<file path="src/rtl/spart_rx_queue.sv">
// SPART receive path: 2-flop RX synchroniser, 8N1 deserialiser and a show-ahead byte queue.
// Bytes land in the queue on the edge ending the stop-bit sample; a full queue drops arrivals unless popped that cycle.
module spart_rx_queue #(
  parameter int DEPTH = 8,
  parameter int CW    = $clog2(DEPTH) + 1
) (
  input  logic          clk,
  input  logic          rst_n,
  input  logic          RX,
  input  logic [15:0]   db,
  input  logic          rd_en,
  output logic [7:0]    rx_data,
  output logic          rx_q_empty,
  output logic          rx_q_full,
  output logic [CW-1:0] rx_count,
  output logic          overrun,
  output logic          framing_err,
  input  logic          clr_err
);

  localparam int AW = $clog2(DEPTH);

  typedef enum logic [1:0] {IDLE, START, DATA, STOP} state_t;

  state_t        state, state_nxt;
  logic          rx_m, rx_s;
  logic [15:0]   cnt, cnt_nxt;
  logic [15:0]   db_q, db_q_nxt;
  logic [2:0]    bit_idx, bit_idx_nxt;
  logic [7:0]    shreg, shreg_nxt;
  logic          push, stop_bad;

  logic [7:0]    mem [DEPTH];
  logic [AW-1:0] wr_ptr, rd_ptr;
  logic          pop, wr;

  always_ff @(posedge clk or negedge rst_n) begin
    if (!rst_n) begin
      rx_m    <= 1'b1;
      rx_s    <= 1'b1;
      state   <= IDLE;
      cnt     <= '0;
      db_q    <= '0;
      bit_idx <= '0;
      shreg   <= '0;
    end else begin
      rx_m    <= RX;
      rx_s    <= rx_m;
      state   <= state_nxt;
      cnt     <= cnt_nxt;
      db_q    <= db_q_nxt;
      bit_idx <= bit_idx_nxt;
      shreg   <= shreg_nxt;
    end
  end

  always_comb begin
    state_nxt   = state;
    cnt_nxt     = cnt;
    db_q_nxt    = db_q;
    bit_idx_nxt = bit_idx;
    shreg_nxt   = shreg;
    push        = 1'b0;
    stop_bad    = 1'b0;
    case (state)
      IDLE: begin
        // Half-bit delay centres every later sample in its bit cell.
        if (!rx_s) begin
          cnt_nxt   = (db >> 1) - 16'd1;
          db_q_nxt  = db;
          state_nxt = START;
        end
      end
      START: begin
        if (cnt == 16'd0) begin
          if (rx_s) begin
            state_nxt = IDLE;
          end else begin
            cnt_nxt     = db_q - 16'd1;
            bit_idx_nxt = 3'd0;
            state_nxt   = DATA;
          end
        end else begin
          cnt_nxt = cnt - 16'd1;
        end
      end
      DATA: begin
        if (cnt == 16'd0) begin
          shreg_nxt   = {rx_s, shreg[7:1]};
          cnt_nxt     = db_q - 16'd1;
          bit_idx_nxt = bit_idx + 3'd1;
          if (bit_idx == 3'd7) state_nxt = STOP;
        end else begin
          cnt_nxt = cnt - 16'd1;
        end
      end
      STOP: begin
        if (cnt == 16'd0) begin
          push      = rx_s;
          stop_bad  = !rx_s;
          state_nxt = IDLE;
        end else begin
          cnt_nxt = cnt - 16'd1;
        end
      end
      default: state_nxt = IDLE;
    endcase
  end

  assign rx_q_full  = (rx_count == CW'(DEPTH));
  assign rx_q_empty = (rx_count == '0);
  assign pop        = rd_en && !rx_q_empty;
  // A simultaneous pop frees a slot, so a full queue still accepts the byte.
  assign wr         = push && (!rx_q_full || pop);
  assign rx_data    = mem[rd_ptr];

  always_ff @(posedge clk or negedge rst_n) begin
    if (!rst_n) begin
      for (int i = 0; i < DEPTH; i++) mem[i] <= '0;
    end else if (wr) begin
      mem[wr_ptr] <= shreg;
    end
  end

  always_ff @(posedge clk or negedge rst_n) begin
    if (!rst_n) begin
      wr_ptr      <= '0;
      rd_ptr      <= '0;
      rx_count    <= '0;
      overrun     <= 1'b0;
      framing_err <= 1'b0;
    end else begin
      if (wr)  wr_ptr <= wr_ptr + AW'(1);
      if (pop) rd_ptr <= rd_ptr + AW'(1);
      case ({wr, pop})
        2'b10:   rx_count <= rx_count + CW'(1);
        2'b01:   rx_count <= rx_count - CW'(1);
        default: rx_count <= rx_count;
      endcase
      overrun     <= (push && rx_q_full && !pop) || (overrun && !clr_err);
      framing_err <= stop_bad || (framing_err && !clr_err);
    end
  end

endmodule

</file>
<file path="config.mk">
export PLATFORM = sky130hd
export DESIGN_NAME = spart_rx_queue
export DESIGN_NICKNAME = d
export VERILOG_FILES = /design/src/rtl/spart_rx_queue.sv
export SDC_FILE = /design/constraint.sdc
export NUM_CORES = 1
export LEC_CHECK = 0
export ABC_AREA = 0
export ABC_CLOCK_PERIOD_IN_PS = 3300
export CAP_MARGIN = 5
export CORE_MARGIN = 2
export CORE_UTILIZATION = 35
export DETAILED_ROUTE_END_ITERATION = 6
export SKIP_LAST_GASP = 1
export SYNTH_ARGS = -nofsm -noshare
export SYNTH_HDL_FRONTEND = slang
export SYNTH_SLANG_ARGS = --single-unit
</file>
<file path="constraint.sdc">
create_clock -name clk -period 3.3 [get_ports clk]
set_input_delay 0.33 -clock clk [delete_from_list [all_inputs] [get_ports clk]]
set_output_delay 0.33 -clock clk [all_outputs]
set_load 0.005 [all_outputs]
</file>
======== Yosys cells after proc, flatten, opt, wreduce, memory -nomap -nowiden ========
Cells that the tools add are included.
storage, ports and cells
  bits in registers ....................... 123
  logic and storage cells ................. 102
operators by class
  add/sub/neg operators ................... 8
  $lt $le $gt $ge ......................... 3
  equal/unequal tests ..................... 15
  muxes and demuxes ....................... 28
  bitwise logic cells ..................... 3
  reduce and logical (&&, ||, !) cells .... 25
operators by type and width
  kind                                                       count
  2-to-1 mux 16 bit                                          5
  bitwise mux 64 bit                                         1
  case mux 16 bit (4 select lines)                           1
  subtractor 16 x 1 -> 16 bit (second input constant)        2
  binary-select mux 8 bit (select 3 bit)                     1
  demux 8 bit (select 3 bit)                                 1
  2-to-1 mux 8 bit                                           3
  logical NOT 16 bit                                         1
  subtractor 15 x 1 -> 16 bit (second input constant)        1
  != test 2 bit (second input constant)                      7
  2-to-1 mux 2 bit                                           6
  adder 3 x 1 -> 3 bit (second input constant)               3
  2-to-1 mux 3 bit                                           3
  greater-or-equal comparator 4 bit (second input constant)  2
  inverter 3 -> 4 bit                                        2
  case mux 2 bit (4 select lines)                            1
  case mux 4 bit (2 select lines)                            1
  logical AND 1 bit                                          7
  equality test 2 bit (second input constant)                3
  case mux 3 bit (2 select lines)                            1
  logical NOT 1 bit                                          5
  AND reduction 5 bit                                        1
  adder 4 x 1 -> 4 bit (second input constant)               1
  equality test 2 x 1 -> 1 bit (second input constant)       2
  other kinds (14)                                           21

======== Longest topological paths before layout ========
Gate-level depths: netlist of run 1.
  word-level depth ........................ 7
  gate-level depth with buffers ........... 12

======== Worst setup path before layout of run 1 ========
OpenSTA, ideal clock, no wires.
  path type ............................... register -> register
  start point ............................. register state[0]
  end point ............................... register rx_count[2]
  library setup time ...................... 128 ps
  data arrival time ....................... 2,325 ps
  setup slack ............................. 848 ps
  cell stages (with the launch flop) ...... 13
  buffers on the path ..................... 1
  path through ............................ dfrtp_1 ha_1 clkbuf_1 nand2_1 nor2_1 nand3_1 ha_1 xor2_1 ha_1 a21oi_1 xor2_1 nor2_1 xor2_1
on the way
  word-level cells in the longest chain between the ends .. 5
RTL lines
  item                                                                          RTL line  text
  start, declared                                                               25        state_t state, state_nxt;
  start signal, assigned                                                        49        state <= state_nxt;
  equality test 2 bit (*)                                                       65        case (state)
  2-to-1 mux 1 bit (*)                                                          65
  logical AND 1 bit (*)                                                         114       assign wr = push && (!rx_q_full || pop);
  equality test 2 x 1 -> 1 bit / equality test 2 bit (equally long branches)    135       case ({wr, pop})
  case mux 4 bit (2 select lines) / nonzero test 2 bit (equally long branches)  --
  end signal, assigned                                                          136       2'b10: rx_count <= rx_count + CW'(1);
  end signal, assigned                                                          137       2'b01: rx_count <= rx_count - CW'(1);
  end signal, assigned                                                          138       default: rx_count <= rx_count;
  end, declared                                                                 15        output logic [CW-1:0] rx_count,
Mark *: on every way between the ends. The rest lies on a longest branch, timed or not.
A chain may end at the register's enable or synchronous reset.

======== Worst setup path after layout of run 1 ========
  start point ............................. register rd_ptr[0]
  end point ............................... output rx_data[4]
on the way
  word-level cells in the longest chain between the ends .. 4
RTL lines
  item                                                  RTL line  text
  start, declared                                       34        logic [AW-1:0] wr_ptr, rd_ptr;
  start signal, assigned                                134       if (pop) rd_ptr <= rd_ptr + AW'(1);
  inverter 3 -> 4 bit (not written as such)             115       assign rx_data = mem[rd_ptr];
  binary-select mux 8 bit (select 3 bit)                115
  2-to-1 mux 8 bit (not written as such) (2 in series)  115
  end, declared                                         12        output logic [7:0] rx_data,
No other way between the ends. The select of a mux whose other input is x is not followed.

==> results of run 1 <==
cells in the mapped netlist (all sizes together), types with 5 or more instances:
cell type    n
dfrtp      121
a31oi        5
a21oi       22
buf         19
nor2b        5
nor4        10
ha          16
nor2        24
nand4b       5
xnor2       27
clkbuf      14
nand3       12
nor3        15
nand2       83
a22o         7
mux4        16
o21ai       15
o31ai        5
xor2        15
mux2        82
inv         17
worst reg2reg max path, cell delays in order, from the launching register on:
cell     delay, ps
dfrtp_1        430
nor3_1         350
and4_1         520
nand3_1        200
ha_1           280
xor2_1         170
ha_1           190
a21oi_1        180
xor2_1         160
nor2_1          60
xor2_1         140
state kept, by name, indices dropped and copies added, names as in the netlist, named ones only:
register     cells
bit_idx          3
rx_s             1
overrun          1
framing_err      1
rx_count         4
db_q            16
cnt             16
rd_ptr           3
shreg            8
wr_ptr           3
rx_m             1
state            1
mem             64
power by group through the flow:
stage / clock, mW / combinational (mW) / sequential (mW)
6_report: 1.85 / 1.94 / 2.18
5_1_grt: 1.95 / 2.16 / 2.22
4_1_cts: 1.88 / 1.93 / 2.18
3_5_place_dp: 0 / 1.92 / 2.20
3_3_place_gp: 0 / 1.87 / 2.19
2_1_floorplan: 0 / 1.45 / 2.01
per-stage QoR:
step / hold slack, ps / worst slack, ps / utilization [%] / std cells
floorplan: 34.4 / 848 / - / 594
global placement: 346 / 567 / 39.6 / 874
detailed placement: 348 / 518 / 39.6 / 874
CTS: 300 / 333 / 42.7 / 906
global route: 325 / 259 / 42.7 / 906
finish: 317 / 389 / 42.7 / 906
kinds of logic (layout without fill, tap and decap cells):
kind of cell / after synthesis / after routing / synth area share (%)
AO/OA/AOI/OAI: 86 / 86 / 8.71
XOR/XNOR: 42 / 42 / 5.43
adder cells (fa/ha/maj): 16 / 16 / 2.96
buffers and inverters: 50 / 102 / 3.27
flip-flops: 123 / 123 / 45.5
multiplexers: 99 / 99 / 19.2
AND/OR/NAND/NOR: 178 / 178 / 15.0
worst min path at each step:
| stage | end | slack (ps) | cells past startpoint |
|---|---|---|---|
| floorplan | asynchronous set/reset pin | 30 | 0 |
| global placement | rx_s | 350 | 0 |
| detailed placement | rx_s | 350 | 0 |
| CTS | rx_m | 300 | 1 |
| global route | rx_m | 320 | 1 |
| finish | rx_m | 320 | 1 |
cell type report:
cell class / instances / share of cell area [%]
clock buffer: 19 / 5.50
clock inverter: 12 / 1.74
inverter: 17 / 0.793
multi-input combinational: 421 / 43.2
sequential: 123 / 38.3
tap: 260 / 4.04
timing repair buffer: 54 / 6.47
metal layers:
layer / GRT usage, % / part of all wire, % / vias up / wire length [um]
li1: - / - / 2242 / -
met1: 21.9 / 46 / 2446 / 7280
met2: 27.1 / 49 / 123 / 7720
met3: 3.72 / 3.7 / 22 / 584
met4: 5.26 / 1.4 / 0 / 228
met5: 0 / 0 / - / 0
==> flow_summary.json, run 1 <==
{
  "r2r_setup_slack_ps": 510,
  "ys_warn_count": 0,
  "start_util_pct": 36.0,
  "core_um2": 18800,
  "critPathSlowestCell": "dfrtp_1",
  "p_comb_share_pct": 32.5,
  "worstReg2RegEnd": "rx_count[2]",
  "cts_num_sinks": 123,
  "die_y_um": 143,
  "syn-num-nets": 631,
  "clkTransAtPathRegs_ps": 60,
  "place.detailed.hpwl_um": 11000,
  "placed_area_um2": 7450,
  "status": "completed",
  "final_cell_mix": "dfrtp_1, nand2_1, mux2_2, clkdlybuf4s50_1, xnor2_1",
  "min_period_ps": 2910,
  "crit_path_start": "rd_ptr[0]",
  "post_cts_buffers": 0,
  "p_sw_mw": 2.19,
  "tightest_slew_ps": 670,
  "crit_end": "rx_data[4]",
  "insertion_delay_ps": 420,
  "multiInputGateArea_um2": 3470,
  "routed_wl_um": 15800,
  "syn-cell-area_um2": 6770,
  "cts_tree": "done",
  "post_drt_wl_per_cell_um": 17.4,
  "ys_types": 67,
  "p_leak_nw": 3.62,
  "synth_area_per_cell_um2": 11.4,
  "detail_route.first_pass.iterations": 5,
  "min_period_over_period_pct": 88.2,
  "hold_path_startpoint": "RX",
  "cts-buffers-inserted": 17,
  "crit_path_start_kind": "flip-flop",
  "grt_setup_unrepaired": "false",
  "final_max_slew_viol_count": 0,
  "overflow": 0,
  "via_per_inst": 5.33,
  "synth-edff-count": 0,
  "netlist_instances": 594,
  "clock-root-buffer": "clkbuf_16",
  "rows": 50,
  "fin_worst_skew_ps": 9.47,
  "critPathBufInv": 2,
  "rr_worst_depth": 10,
  "route.detailed.drc": 0,
  "grt_usage_pct": 16.6,
  "synth_top_area_share_pct": 44.7,
  "num_vias": 4833,
  "path_delay_family": "multiplexers",
  "clk_path_buf_depth": 2,
  "antenna_found_initial": 0,
  "h-tree-depth": 4,
  "hold_viol": 0,
  "power_mw": 5.96,
  "clkPwrFrac_pct": 30.9,
  "dieArea_um2": 20500,
  "area_growth_pct": 18.9,
  "setup_violations": 0,
  "gp_congestion": 0.883,
  "path_class": "flip-flop to output port",
  "fmax_mhz": 344,
  "async_flop_share_pct": 100,
  "portBuffers": 36,
  "endpoint_kind": "output port",
  "cts_hold_buffers": 1,
  "ios": 37,
  "yosys_most_used_dff": "dfrtp_1",
  "worstPathCellList": "buf_12, mux4_2, mux2_2, clkdlybuf4s50_1",
  "finalSetupTns_ps": 0,
  "power_density_nw_per_um2": 741,
  "ys_ff_latch": 123,
  "r2r_start": "cnt[2]",
  "intPower_mw": 3.77,
  "netSwitchingFraction_pct": 36.8,
  "regArea_um2": 3080,
  "yosysTopAreaCell": "dfrtp_1",
  "crit_path_max_incr_delay_ps": 650,
  "fin_nets": 671,
  "critPathArrivalTime_ps": 2580,
  "drt_iter0_markers": 319,
  "mostFrequentLayoutCell": "dfrtp_1",
  "path_max_fanout": 12,
  "min_path_type": "input port to flip-flop",
  "ir_worst_vdd_mv": 0.441,
  "slew_headroom_pct": 55.3,
  "synth_area_leaders": "dfrtp_1, mux2_2, mux4_2, nand2_1, xnor2_1",
  "required_ps": 2970,
  "ant_nets": 0,
  "cp.depth": 4,
  "ctsResizeCount": 0,
  "drive_gt1_share_pct": 25.4,
  "seq_power_share_pct": 36.6,
  "seq_area_frac_synth_pct": 45.5,
  "grt_pass1_vias": 4854,
  "fp.dieW_um": 143,
  "grt_max_degree": 81,
  "grt_pass1_wl_um": 26100,
  "n_antenna_cell": 0,
  "max-cap-violations": 0,
  "fillerInstances": 1763,
  "fin_area_um2": 8050
}
(Power assumes the default switching activity.)
==> run 2, diff against run 1 <==
- ABC_CLOCK_PERIOD_IN_PS: 3300 -> 3500
- clock period: 3.3 -> 3.5 ns (I/O delays scaled with it)
==> flow_summary.json, run 2 (same netlist as run 1, synthesis figures left out) <==
{
  "area_growth_pct": 18.3,
  "antenna_found_initial": 0,
  "fin_worst_skew_ps": 9.84,
  "ir_worst_vdd_mv": 0.403,
  "largest_register_ffs": 64,
  "path_class": "flip-flop to output port",
  "clk_path_buf_depth": 2,
  "endpoint_kind": "output port",
  "placed_cells": 867,
  "cp.depth": 3,
  "gp_congestion": 0.855,
  "drive_gt1_share_pct": 24.9,
  "portBuffers": 36,
  "fp.dieW_um": 143,
  "dieArea_um2": 20500,
  "worstReg2RegEnd": "rx_count[2]",
  "n_antenna_cell": 0,
  "path_delay_family": "flip-flops",
  "clock-root-buffer": "clkbuf_16",
  "core_um2": 18800,
  "grt_pass1_wl_um": 25700,
  "fmax_mhz": 349,
  "start_util_pct": 36.0,
  "h-tree-depth": 4,
  "final_util_pct": 42.5,
  "mostFrequentLayoutCell": "dfrtp_1",
  "slew_headroom_pct": 29.1,
  "final_max_slew_viol_count": 0,
  "min_period_over_period_pct": 81.8,
  "via_per_inst": 5.21,
  "worstPathCellList": "mux4_2, mux2_2, clkdlybuf4s50_1",
  "r2r_start": "cnt[2]",
  "grt_pass1_vias": 4809,
  "fin_area_um2": 8010,
  "crit_path_start": "rd_ptr[1]",
  "status": "completed",
  "r2r_setup_slack_ps": 660,
  "insertion_delay_ps": 410,
  "cts-buffers-inserted": 17,
  "cts_tree": "done",
  "grt_max_degree": 73,
  "post_cts_buffers": 0,
  "post_drt_wl_per_cell_um": 17.3,
  "place.detailed.hpwl_um": 10800,
  "grt_usage_pct": 16.2,
  "p_leak_nw": 3.60,
  "crit_path_start_kind": "flip-flop",
  "placed_area_um2": 7390,
  "cts_hold_buffers": 0,
  "ctsResizeCount": 0,
  "crit_end": "rx_data[7]",
  "rr_worst_depth": 10,
  "routed_wl_um": 15500,
  "critPathBufInv": 1,
  "critPathArrivalTime_ps": 2510,
  "clkTransAtPathRegs_ps": 60,
  "ios": 37,
  "route.detailed.drc": 0,
  "power_density_nw_per_um2": 710,
  "num_vias": 4682,
  "top_regs": "mem x64, cnt x16, db_q x16",
  "min_period_ps": 2860,
  "stdcell_count": 899,
  "finalSetupTns_ps": 0,
  "drt_iter0_markers": 318,
  "min_path_type": "input port to asynchronous set/reset pin",
  "ant_nets": 0,
  "max-cap-violations": 0,
  "path_max_fanout": 18,
  "overflow": 0,
  "grt_setup_unrepaired": "false",
  "detail_route.first_pass.iterations": 4,
  "critPathSlowestCell": "dfrtp_1",
  "hold_viol": 0,
  "setup_violations": 0,
  "final_cell_mix": "dfrtp_1, nand2_1, mux2_2, clkdlybuf4s50_1, xnor2_1",
  "required_ps": 3150,
  "fin_nets": 663,
  "tightest_slew_ps": 1060,
  "cts_num_sinks": 123,
  "rows": 50,
  "die_y_um": 143,
  "crit_path_max_incr_delay_ps": 920,
  "largest-register": "mem"
}
## run 2: how the worst min path moves through the flow
stage | end | slack, ps
floorplan | asynchronous set/reset pin | 50
global placement | rx_s | 350
detailed placement | rx_s | 350
CTS | rx_count[0] | 100
global route | rx_count[3] | 150
finish | rx_count[0] | 70
## run 2: power by group
group	internal (mW)	switching, mW	total, mW
Combinational	0.794	0.992	1.79
Sequential	1.66	0.382	2.05
Clock	1.15	0.713	1.86
## run 2: routing by layer
layer  track usage, %  vias to the layer above  wire length (um)
met5                0                        -                 0
li1                 -                     2220                 -
met4             5.11                        0               168
met1             21.8                     2345              7230
met2             26.4                      100              7530
met3             3.19                       17               612
## run 2: final cells by class
class                   instances  area (um2)
clock inverters                15         198
inverters                      17        63.8
well taps                     260         325
clock buffers                  17         425
multi-input cells             421        3470
fillers                      1767       10800
repair buffers                 46         445
flip-flops and latches        123        3080
## run 2: through the flow
stage               power, mW  worst slack [ps]  hold slack, ps
floorplan                3.27              1050            54.4
global placement         3.79               740             347
detailed placement       3.84               674             348
CTS                      5.73               596             101
global route             6.03               449             149
finish                   5.69               637            74.9
## run 2: worst register-to-register path, stage by stage (launching register included)
cell     delay, ps
dfrtp_1        430
nor3_1         390
and4_1         570
nand3_1        200
ha_1           280
xor2_1         160
ha_1           190
a21oi_1        140
xor2_1         160
nor2_1          60
xor2_1         140
